--- config.mk ---
export PLATFORM = sky130hd
export DESIGN_NAME = intr_timer_gen
export DESIGN_NICKNAME = d
export VERILOG_FILES = /design/src/rtl/intr_timer_gen.sv
export SDC_FILE = /design/constraint.sdc
export NUM_CORES = 1
export LEC_CHECK = 0
export CAP_MARGIN = 40
export CELL_PAD_IN_SITES_DETAIL_PLACEMENT = 1
export CELL_PAD_IN_SITES_GLOBAL_PLACEMENT = 2
export CORE_AREA = 2 2 139 195
export DETAILED_ROUTE_END_ITERATION = 8
export DIE_AREA = 0 0 141 197
export MAX_ROUTING_LAYER = met4
export PLACE_DENSITY_LB_ADDON = 0.2
export SYNTH_ARGS = -nofsm -noshare
export SYNTH_HDL_FRONTEND = slang
export SYNTH_SLANG_ARGS = --single-unit
--- constraint.sdc ---
create_clock -name clk -period 2.95 [get_ports clk]
set_input_delay 0.295 -clock clk [delete_from_list [all_inputs] [get_ports clk]]
set_output_delay 0.295 -clock clk [all_outputs]
set_load 0.02 [all_outputs]
--- src/rtl/intr_timer_gen.sv ---
// Memory-mapped 64-bit mtime/mtimecmp timer plus synchronised external IRQ,
// issuing single-cycle t_intr/e_intr pulses that re-arm only on MRET.
module intr_timer_gen #(
    parameter logic [31:0] BASE_ADDR = 32'hFFFF_0000,
    parameter int unsigned PRESCALE  = 1
) (
    input  logic        clk,
    input  logic        rst,
    input  logic [31:0] addr,
    input  logic [31:0] wdata,
    input  logic        tmr_wr,
    input  logic        tmr_rd,
    output logic [31:0] rdata,
    input  logic        ext_irq_i,
    input  logic        is_mret,
    output logic        t_intr,
    output logic        e_intr
);

    localparam logic [1:0] IDLE  = 2'd0;
    localparam logic [1:0] T_SVC = 2'd1;
    localparam logic [1:0] E_SVC = 2'd2;

    localparam int unsigned   PW       = (PRESCALE > 1) ? $clog2(PRESCALE) : 1;
    localparam logic [PW-1:0] PRE_LAST = PW'(PRESCALE - 1);

    logic [63:0]   mtime;
    logic [63:0]   mtimecmp;
    logic [1:0]    ctrl;
    logic [PW-1:0] pre_cnt;
    logic          s1, s2, s3;
    logic          match_d;
    logic          timer_pend;
    logic          ext_pend;
    logic [1:0]    state;

    logic [31:0] off;
    logic        wr_tlo, wr_thi, wr_clo, wr_chi, wr_ctrl;
    logic        tmr_en, ext_en;
    logic        tick, match;
    logic        timer_rise, ext_rise;
    logic        timer_take, ext_take;

    always_comb begin
        off     = addr - BASE_ADDR;
        wr_tlo  = tmr_wr && (off == 32'h00);
        wr_thi  = tmr_wr && (off == 32'h04);
        wr_clo  = tmr_wr && (off == 32'h08);
        wr_chi  = tmr_wr && (off == 32'h0C);
        wr_ctrl = tmr_wr && (off == 32'h10);

        rdata = '0;
        if (tmr_rd) begin
            case (off)
                32'h00:  rdata = mtime[31:0];
                32'h04:  rdata = mtime[63:32];
                32'h08:  rdata = mtimecmp[31:0];
                32'h0C:  rdata = mtimecmp[63:32];
                32'h10:  rdata = {30'b0, ctrl};
                default: rdata = '0;
            endcase
        end
    end

    always_comb begin
        tmr_en     = ctrl[0];
        ext_en     = ctrl[1];
        tick       = tmr_en && (pre_cnt == PRE_LAST);
        match      = tmr_en && (mtime >= mtimecmp);
        timer_rise = match && !match_d;
        ext_rise   = ext_en && s2 && !s3;
        timer_take = (state == IDLE) && timer_pend;
        ext_take   = (state == IDLE) && !timer_pend && ext_pend;
    end

    always_ff @(posedge clk) begin
        if (rst) begin
            mtime      <= '0;
            mtimecmp   <= '1;
            ctrl       <= '0;
            pre_cnt    <= '0;
            s1         <= 1'b0;
            s2         <= 1'b0;
            s3         <= 1'b0;
            match_d    <= 1'b0;
            timer_pend <= 1'b0;
            ext_pend   <= 1'b0;
            state      <= IDLE;
            t_intr     <= 1'b0;
            e_intr     <= 1'b0;
        end else begin
            if (tmr_en)
                pre_cnt <= tick ? '0 : pre_cnt + 1'b1;

            // A software write to either mtime half suppresses that cycle's increment.
            if (wr_tlo)
                mtime[31:0] <= wdata;
            if (wr_thi)
                mtime[63:32] <= wdata;
            if (!wr_tlo && !wr_thi && tick)
                mtime <= mtime + 64'd1;

            if (wr_clo)
                mtimecmp[31:0] <= wdata;
            if (wr_chi)
                mtimecmp[63:32] <= wdata;
            if (wr_ctrl)
                ctrl <= wdata[1:0];

            s1 <= ext_irq_i;
            s2 <= s1;
            s3 <= s2;
            match_d <= match;

            timer_pend <= (timer_pend && !timer_take) || timer_rise;
            ext_pend   <= (ext_pend && !ext_take) || ext_rise;

            t_intr <= timer_take;
            e_intr <= ext_take;

            case (state)
                IDLE: begin
                    if (timer_take)
                        state <= T_SVC;
                    else if (ext_take)
                        state <= E_SVC;
                end
                T_SVC, E_SVC: begin
                    if (is_mret)
                        state <= IDLE;
                end
                default: state <= IDLE;
            endcase
        end
    end

endmodule

==> metrics <==
worst path required time 2.65 ns; mean post-synth cell area 8.50 µm²; crit-path max cell delay about 0.45 ns; TritonRoute pass-1 iters 4; P per Cell Area around 400 nW/µm²; post-synth top area share a little under a third; Lkg Pwr 5.08 nW; minimum clock period 2.76 ns; share of synthesized registers carrying an async set or reset 0%; placed insts roughly 1500; Pint between 3 and 4 mW; Bufs on Longest Clock Path 2; Die W 141 µm; Max Slew Vio Count 0; cells along the critical path clkdlybuf4s50_1 -> nor4bb_2 -> and4_1 -> nand2_1 -> buf_4 -> nor2_2 -> buf_12 -> and3_1 -> dlygate4sd2_1; full die area between 20000 and 30000 µm²; Post-synth EDFFs 0; max cap viols 0; Hold Path Origin rst; clk_skew 0.00687 ns; # IOs 104; critical path launch point addr[16]; Post-Synthesis Cells ~1100; Synth area leaders dfxtp_1 (31%), ha_1 (9.2%), mux4_2 (7.8%); Tcrit/Tclk final ~94%; Layout area overhead 25.8%; unrepaired setup endpoints after global routing no; nets approximately 1300; Cell Area, Placed approximately 11000 µm²; final setup vio count 0; first-pass GRT wire length 51.4 mm; hpwl dp 24.9 mm; Yosys top cell by area dfxtp_1; Synth Net Count between 1000 and 1500; via/cell ratio approximately 5.7; Hold Vio Cnt, Final 0; Root Driver clkbuf_16; post-synth cell types 65; Fin Setup TNS 0 ns; Core Box Area roughly 26000 µm²; family with the most delay on the worst path buffers and inverters; CP Max Fanout 29; ys flop type dfxtp_1; Critical R2R Launch mtime[0]; port bufs 103; Slew @ Worst Pin about 0.57 ns; GRT Util Overall 24.7%; power share of the clock group 51.6%; warning count from the yosys run 0; outcome finished clean; hold slack 0.367 ns; CTS sink cnt 141; slowest CP cell clkdlybuf4s50_1; critical path class in -> out; synthesized flop and latch total about 140; Max H-tree Level 4; CTS resizes 32; Buf/Inv on CP 4; antenna-violating nets left 0; fin area around 11000 µm²; Avg WL per Cell 21.6 µm; count leader, synth dfxtp_1; fin cells approximately 1500; Cell Area, Synth 8980 µm²; VDD IR max roughly 340 µV; FMAX between 300 and 400 MHz; Setup crit end kind output pin; TritonCTS buffer count 17; largest net degree at the start of global routing ~40; Worst-Skew Late Latency 0.43 ns; Starting Density 34.5%; initial antenna violation count 0; antenna fix cells 0; number of cell rows 70; post-synthesis sequential area ratio a little under a third; initial detailed-routing violation count 381; Residual DRC 0; die height ~200 µm; # hold bufs at CTS 0; Post-synth top cells dfxtp_1 (141), nand2_1 (132), inv_1 (74); combinational power share a little over 6%; min-delay worst type in -> reg; gpl congestion roughly 0.86; Setup Buffers After CTS 0; sw frac between 20% and 30%; net load switching power 1.01 mW; GRT overflow 0; crit start category input pin; clk slew on worst S/H paths about 0.060 ns; CTS tree done; layout cells sized above 1 between 10% and 20%; CP arrival 2.47 ns; Slew headroom 62.1%; sequential power share between 40% and 50%; vias in the first global route 8840; Post-Route WL 32.7 mm; via count roughly 8600
==> cell type report <==
type | count | area (µm²)
clock buffers | 21 | 460
clock inverters | 11 | 165
fillers | 3046 | 14700
inverters | 75 | 282
multi-input cells | 774 | 5560
flip-flops and latches | 141 | 2820
well taps | 324 | 405
repair buffers | 172 | 1610
==> final timing paths <==
path | end | slack (ns) | depth (start not counted)
worst max-delay path | rdata[19] | 0.19 | 9
worst min-delay path | mtimecmp[24] | 0.37 | 3
worst max register to register | timer_pend | 0.29 | 9
worst min register to register | s2 | 0.45 | 1
==> kinds of logic (layout without fill, tap and decap cells) <==
logic type                 count (synthesis)  count (layout)  synth area share (%)
and+or+nand+nor                          414             414                  24.1
DFF                                      141             141                  31.4
buffers and inverters                    142             279                  6.96
adders and majority gates                 66              66                  9.19
AOI/OAI and AO/OA                        232             232                  17.3
xor gates and xnor gates                  29              29                  2.83
muxes                                     33              33                  8.18
==> sequential cells by signal, summed over array words and instances, names as in the netlist <==
name	flops
timer_pend	1
mtime	64
s1	1
ext_pend	1
ctrl	2
s2	1
match_d	1
e_intr	1
pre_cnt	1
state	2
t_intr	1
mtimecmp	64
s3	1
==> layout by cell type (no fill, tap or decap), drive strengths merged, types with 8 or more instances in the layout <==
cell and n:
a311oi 11, inv 75, xnor2 8, mux4 32
dlygate4sd2 32, nand2 132, dfxtp 141, a211oi 25
or3 9, and4 11, nand3 48, nor3 16
o22ai 9, o211ai 69, a21oi 47, clkdlybuf4s50 68
ha 66, buf 72, nor4 12, nor2 60
nand4 33, xor2 21, and3 53, clkbuf 21
o21ai 36
==> power by group through the flow <==
stage          Sequential, mW  Clock, mW  Combinational, mW
2_1_floorplan            1.95          0              0.103
3_3_place_gp             1.95          0              0.279
3_5_place_dp             1.95          0              0.278
4_1_cts                  1.91       2.38              0.279
5_1_grt                  1.90       2.46              0.293
6_report                 1.91       2.33              0.275
==> metrics by stage <==
stage	power, mW	setup WS [ns]	util [%]
6_report	4.51	0.187	43.5
3_5_place_dp	2.23	-0.114	41.2
5_1_grt	4.66	0.0295	43.5
3_3_place_gp	2.23	-0.0323	41.2
4_1_cts	4.57	0.131	43.4
2_1_floorplan	2.05	0.672	-
==> worst reg2reg max path, stage by stage, from the launching register on <==
cell	delay, ns
dfxtp_1	0.52
inv_1	0.08
ha_1	0.29
nand2b_1	0.16
a2111o_1	0.44
a211oi_1	0.38
o21ai_0	0.19
a21oi_1	0.23
or4_1	0.18
nand3_1	0.08
==> per-layer routing <==
layer / routed length (µm) / vias to the layer above / GRT usage (%)
met2: 17200 / 141 / 44.1
met4: 694 / 0 / 7.19
li1: - / 4146 / -
met3: 826 / 36 / 3.30
met1: 14000 / 4275 / 28.9
met5: 0 / - / -
Note: power is estimated with default switching activity, not from simulation.
